--- config.mk ---
export PLATFORM = sky130hd
export DESIGN_NAME = alu_control_flat
export DESIGN_NICKNAME = d
export VERILOG_FILES = /design/src/rtl/alu_control_if.sv /design/src/rtl/alu_control.sv /design/src/flat_wrapper.sv
export SDC_FILE = /design/constraint.sdc
export NUM_CORES = 1
export LEC_CHECK = 0
export BUFFER_PORTS_ARGS = -buffer_cell sky130_fd_sc_hd__buf_2
export CORE_AREA = 2 2 39 41
export DETAILED_ROUTE_END_ITERATION = 10
export DIE_AREA = 0 0 41 43
export GPL_ROUTABILITY_DRIVEN = 0
export GPL_TIMING_DRIVEN = 0
export HOLD_SLACK_MARGIN = 0.12
export MAX_ROUTING_LAYER = met4
export PLACE_DENSITY = 0.47
export SYNTH_ARGS = -nofsm -noshare
export SYNTH_HDL_FRONTEND = slang
export SYNTH_SLANG_ARGS = --single-unit
--- constraint.sdc ---
create_clock -name Clk -period 1.8 [get_ports Clk]
set_input_delay 0.09 -clock Clk [delete_from_list [all_inputs] [get_ports Clk]]
set_output_delay 0.09 -clock Clk [all_outputs]
set_load 0.05 [all_outputs]
--- src/rtl/alu_control_if.sv ---
// ---------------------------------------------------------------------------
// alu_control_if
//   Bundles the ID-stage decode request (op, func) and the registered ALU
//   select result (ctrl_op, illegal) that travel between the control unit and
//   the ALU control decoder.
//
//   Signals:
//     func     [5:0]  R-type funct field        (control unit -> decoder)
//     op       [1:0]  ALU operation class       (control unit -> decoder)
//     ctrl_op  [2:0]  registered ALU select     (decoder -> EX stage)
//     illegal         unsupported R-type funct  (decoder -> EX stage)
//
//   Modports:
//     master  - drives op/func, observes the result (control unit, bench)
//     slave   - the decoder itself
// ---------------------------------------------------------------------------
interface alu_control_if;
  logic [5:0] func;
  logic [1:0] op;
  logic [2:0] ctrl_op;
  logic       illegal;

  modport master (
    output func,
    output op,
    input  ctrl_op,
    input  illegal
  );

  modport slave (
    input  func,
    input  op,
    output ctrl_op,
    output illegal
  );
endinterface

--- src/rtl/alu_control.sv ---
// ---------------------------------------------------------------------------
// alu_control
//   Registered ALU control decoder. Combines the 2-bit operation class from
//   the main control unit with the 6-bit R-type funct field and produces the
//   3-bit ALU operation select. The result is registered so it lines up with
//   the ID/EX pipeline boundary: inputs sampled at edge N are visible after
//   edge N and held until edge N+1.
//
//   Ports:
//     Clk   system clock, rising edge
//     Rst   synchronous reset, active-high; forces ctrl_op = AND, illegal = 0
//     bus   alu_control_if.slave
//             op/func in, ctrl_op/illegal out (both straight from flops)
// ---------------------------------------------------------------------------
module alu_control (
  input  logic         Clk,
  input  logic         Rst,
  alu_control_if.slave bus
);

  // ALU select encoding. 3'b100 and 3'b101 are unused and never produced.
  typedef enum logic [2:0] {
    CTRL_AND = 3'b000,
    CTRL_OR  = 3'b001,
    CTRL_ADD = 3'b010,
    CTRL_MUL = 3'b011,
    CTRL_SUB = 3'b110,
    CTRL_SLT = 3'b111
  } ctrl_op_e;

  // Operation classes issued by the main control unit.
  localparam logic [1:0] OP_ADD   = 2'b00;  // addi, lw, sw
  localparam logic [1:0] OP_SUB   = 2'b01;  // beq compare
  localparam logic [1:0] OP_RTYPE = 2'b10;  // decode funct
  localparam logic [1:0] OP_OR    = 2'b11;  // ori

  // Supported R-type funct codes.
  localparam logic [5:0] FUNC_ADD = 6'b100000;
  localparam logic [5:0] FUNC_SUB = 6'b100010;
  localparam logic [5:0] FUNC_AND = 6'b100100;
  localparam logic [5:0] FUNC_OR  = 6'b100101;
  localparam logic [5:0] FUNC_SLT = 6'b101010;
  localparam logic [5:0] FUNC_MUL = 6'b011000;

  ctrl_op_e ctrl_next;
  logic     illegal_next;
  ctrl_op_e ctrl_q;
  logic     illegal_q;

  // Pure function of (op, func); no other state feeds the decode.
  always_comb begin
    // NOTE: defaults first so every path assigns both outputs and no latch is inferred.
    ctrl_next    = CTRL_ADD;
    illegal_next = 1'b0;
    case (bus.op)
      OP_ADD: ctrl_next = CTRL_ADD;
      OP_SUB: ctrl_next = CTRL_SUB;
      OP_RTYPE: begin
        case (bus.func)
          FUNC_ADD: ctrl_next = CTRL_ADD;
          FUNC_SUB: ctrl_next = CTRL_SUB;
          FUNC_AND: ctrl_next = CTRL_AND;
          FUNC_OR:  ctrl_next = CTRL_OR;
          FUNC_SLT: ctrl_next = CTRL_SLT;
          FUNC_MUL: ctrl_next = CTRL_MUL;
          default: begin
            // Unsupported funct: fall back to ADD and flag it.
            ctrl_next    = CTRL_ADD;
            illegal_next = 1'b1;
          end
        endcase
      end
      OP_OR:   ctrl_next = CTRL_OR;
      default: ctrl_next = CTRL_ADD;  // X/Z on op: keep outputs defined
    endcase
  end

  // Loads on every edge; reset wins over decode and discards it (no replay).
  always_ff @(posedge Clk) begin
    // NOTE: non-blocking assignments so every flop samples pre-edge values.
    if (Rst) begin
      ctrl_q    <= CTRL_AND;
      illegal_q <= 1'b0;
    end else begin
      ctrl_q    <= ctrl_next;
      illegal_q <= illegal_next;
    end
  end

  assign bus.ctrl_op = ctrl_q;
  assign bus.illegal = illegal_q;

endmodule

--- src/flat_wrapper.sv ---
// flat-port wrapper written by rule: the top's interface ports become plain ports
module alu_control_flat 
  (Clk, Rst, bus_func, bus_op, bus_ctrl_op, bus_illegal);
  alu_control_if bus_i ();
  input  logic Clk;
  input  logic Rst;
  input wire logic [$bits(bus_i.func)-1:0] bus_func;
  input wire logic [$bits(bus_i.op)-1:0] bus_op;
  output wire logic [$bits(bus_i.ctrl_op)-1:0] bus_ctrl_op;
  output wire logic [$bits(bus_i.illegal)-1:0] bus_illegal;
  assign bus_i.func = bus_func;
  assign bus_i.op = bus_op;
  assign bus_ctrl_op = bus_i.ctrl_op;
  assign bus_illegal = bus_i.illegal;
  alu_control u_core (.Clk(Clk), .Rst(Rst), .bus(bus_i));
endmodule
==> out/metrics.cfg <==
[cts]
cts_sinks=4
cts_max_path_buffers=2
cts_buffers=3
clkTransAtPathRegs_ns=0.03
cts_resized=0
h-tree-depth=1
postCtsSetupRepairBufs=0
cts_tree=yes
clockRootBuffer=clkbuf_4

[floorplan]
die_x_um=41
fp.coreArea_um2=1380
core.rowCount=14
initial_utilization_pct=15.2
die_area_um2=1760
die_h_um=43
ios=14

[sta]
finalHoldViolCount=0
min_period_ns=1.12
rsz0062_at_grt=false
timing.final.ws_setup_ns=0.677
finalCritPeriodShare_pct=62.4
worstMarginPinSlew_ns=0.248
slew_headroom_pct=83.6
fmax_mhz=891
setup-violations-final=0
slew_violations=0
fin_setup_tns_ns=0

[finish]
final_cell_mix=buf_2 (13), dfxtp_1 (4)
final_util_pct=25.1
final_common_cell=buf_2
antenna_cells=0
stdcell_count=59
fin_nets=55
drive_above_1_share_pct=41.9
fillers=154
synthToLayoutAreaGrowth_pct=65.5

[critical_path]
cp-start-kind=input pin
cp-startpoint=bus_op[1]
crit_type=in -> reg
critPathMaxFanout=5
cp-end-kind=flip-flop
arrival_ns=1.28
worstPathRequired_ns=1.96

[grt]
grt_max_degree=6
track_usage_pct=8.02
grt.overflow.total=0
grt_pass1_vias=238
grt_pass1_wl_um=876
antenna_found_initial=0

[synthesis]
yosys_register_bits=4
yosys_warnings=0
yosys.area.top_type_share_pct=38.1
syn-instance-count=24
syn-num-nets=34
synth_area_leaders=dfxtp_1 (38%), or3b_1 (8.3%), a21oi_1 (7.1%)
synth.distinct_cells=15
avgSynthCellArea_um2=8.76
synth_area_um2=210
ys_seq_area_share_pct=38.1
synth_top_area_cell=dfxtp_1

[place]
dp_slack_ns=0.692
io_buffers=13
dp_cells=53
hpwl_um=409

[drt]
avgRoutedWirePerCell_um=8.66
drt-total-wl_um=511
firstDrtPassIters=4
antenna_left=0
post-route-drc-count=0
via_count=230
viasPerCell=3.90
first_iter_violations=2

[power_and_ir_drop]
peakVddDrop_uv=132
p_leak_nw=0.163
power_uw=256
power_density_nw_per_um2=736

[run]
cap_violations=0

[hold_path]
hold_path_class=in -> reg
min_from=bus_func[4]

[run_status]
status=completed

==> worst max-delay path: stages <==
cell and delay (ns):
dlygate4sd3_1 0.53, buf_2 0.15, nand4b_1 0.09, or3_1 0.30
a21oi_1 0.13
==> final cells by class <==
class / count / area, µm² / share of cell area, %
multi-input cells: 17 / 119 / 34.2
clock buffers: 3 / 22.5 / 6.47
well taps: 16 / 20.0 / 5.76
inverters: 3 / 11.3 / 3.24
flip-flops and latches: 4 / 80.1 / 23.0
repair buffers: 16 / 95.1 / 27.3
==> per-layer routing <==
metal / track usage (%) / share of wire, %
met1: 8.97 / 45
met2: 10.0 / 45
met3: 0 / 9.8
met4: 12.0 / 0
met5: - / 0
==> logic make-up after synthesis <==
| kind of cell | count (synthesis) | share of synthesized area, % |
|---|---|---|
| compound gates | 6 | 21.4 |
| simple gates | 11 | 35.1 |
| buf+inv | 3 | 5.36 |
| flops | 4 | 38.1 |
==> where the power goes <==
part,internal [mW],total [mW],switching (mW)
combinational,0.0224,0.0550,0.0326
sequential,0.0936,0.0943,0.000726
clock,0.0743,0.107,0.0324
==> cells in the mapped netlist (all sizes together) <==
master / count
or3: 1
or3b: 2
nand2: 1
nor4: 1
o311a: 1
or2: 1
dfxtp: 4
a21oi: 3
nor3: 1
nand4b: 1
o21bai: 1
nand2b: 2
a211oi: 1
inv: 3
nand3b: 1
==> through the flow <==
step / hold WS, ns / cell area (µm²)
finish: 0.243 / 348
detailed placement: 0.296 / 295
global placement: 0.293 / 295
CTS: 0.237 / 348
floorplan: 0.159 / 210
global route: 0.267 / 348
==> what timing repair did <==
action,CTS,global route
hold buffers,3,0
endpoints found under the hold margin,3,0
setup endpoints to repair,0,0
==> final timing paths <==
check                                    to  slack (ns)  cells past startpoint
worst max-delay path  u_core.bus.ctrl_op[2]        0.68                      5
worst min-delay path  u_core.bus.ctrl_op[2]        0.24                      4
==> sequential cells by signal, indices dropped and copies added (netlist names) <==
name,count
u_core.bus.illegal,1
u_core.bus.ctrl_op,3
Note: power is estimated with default switching activity, not from simulation.
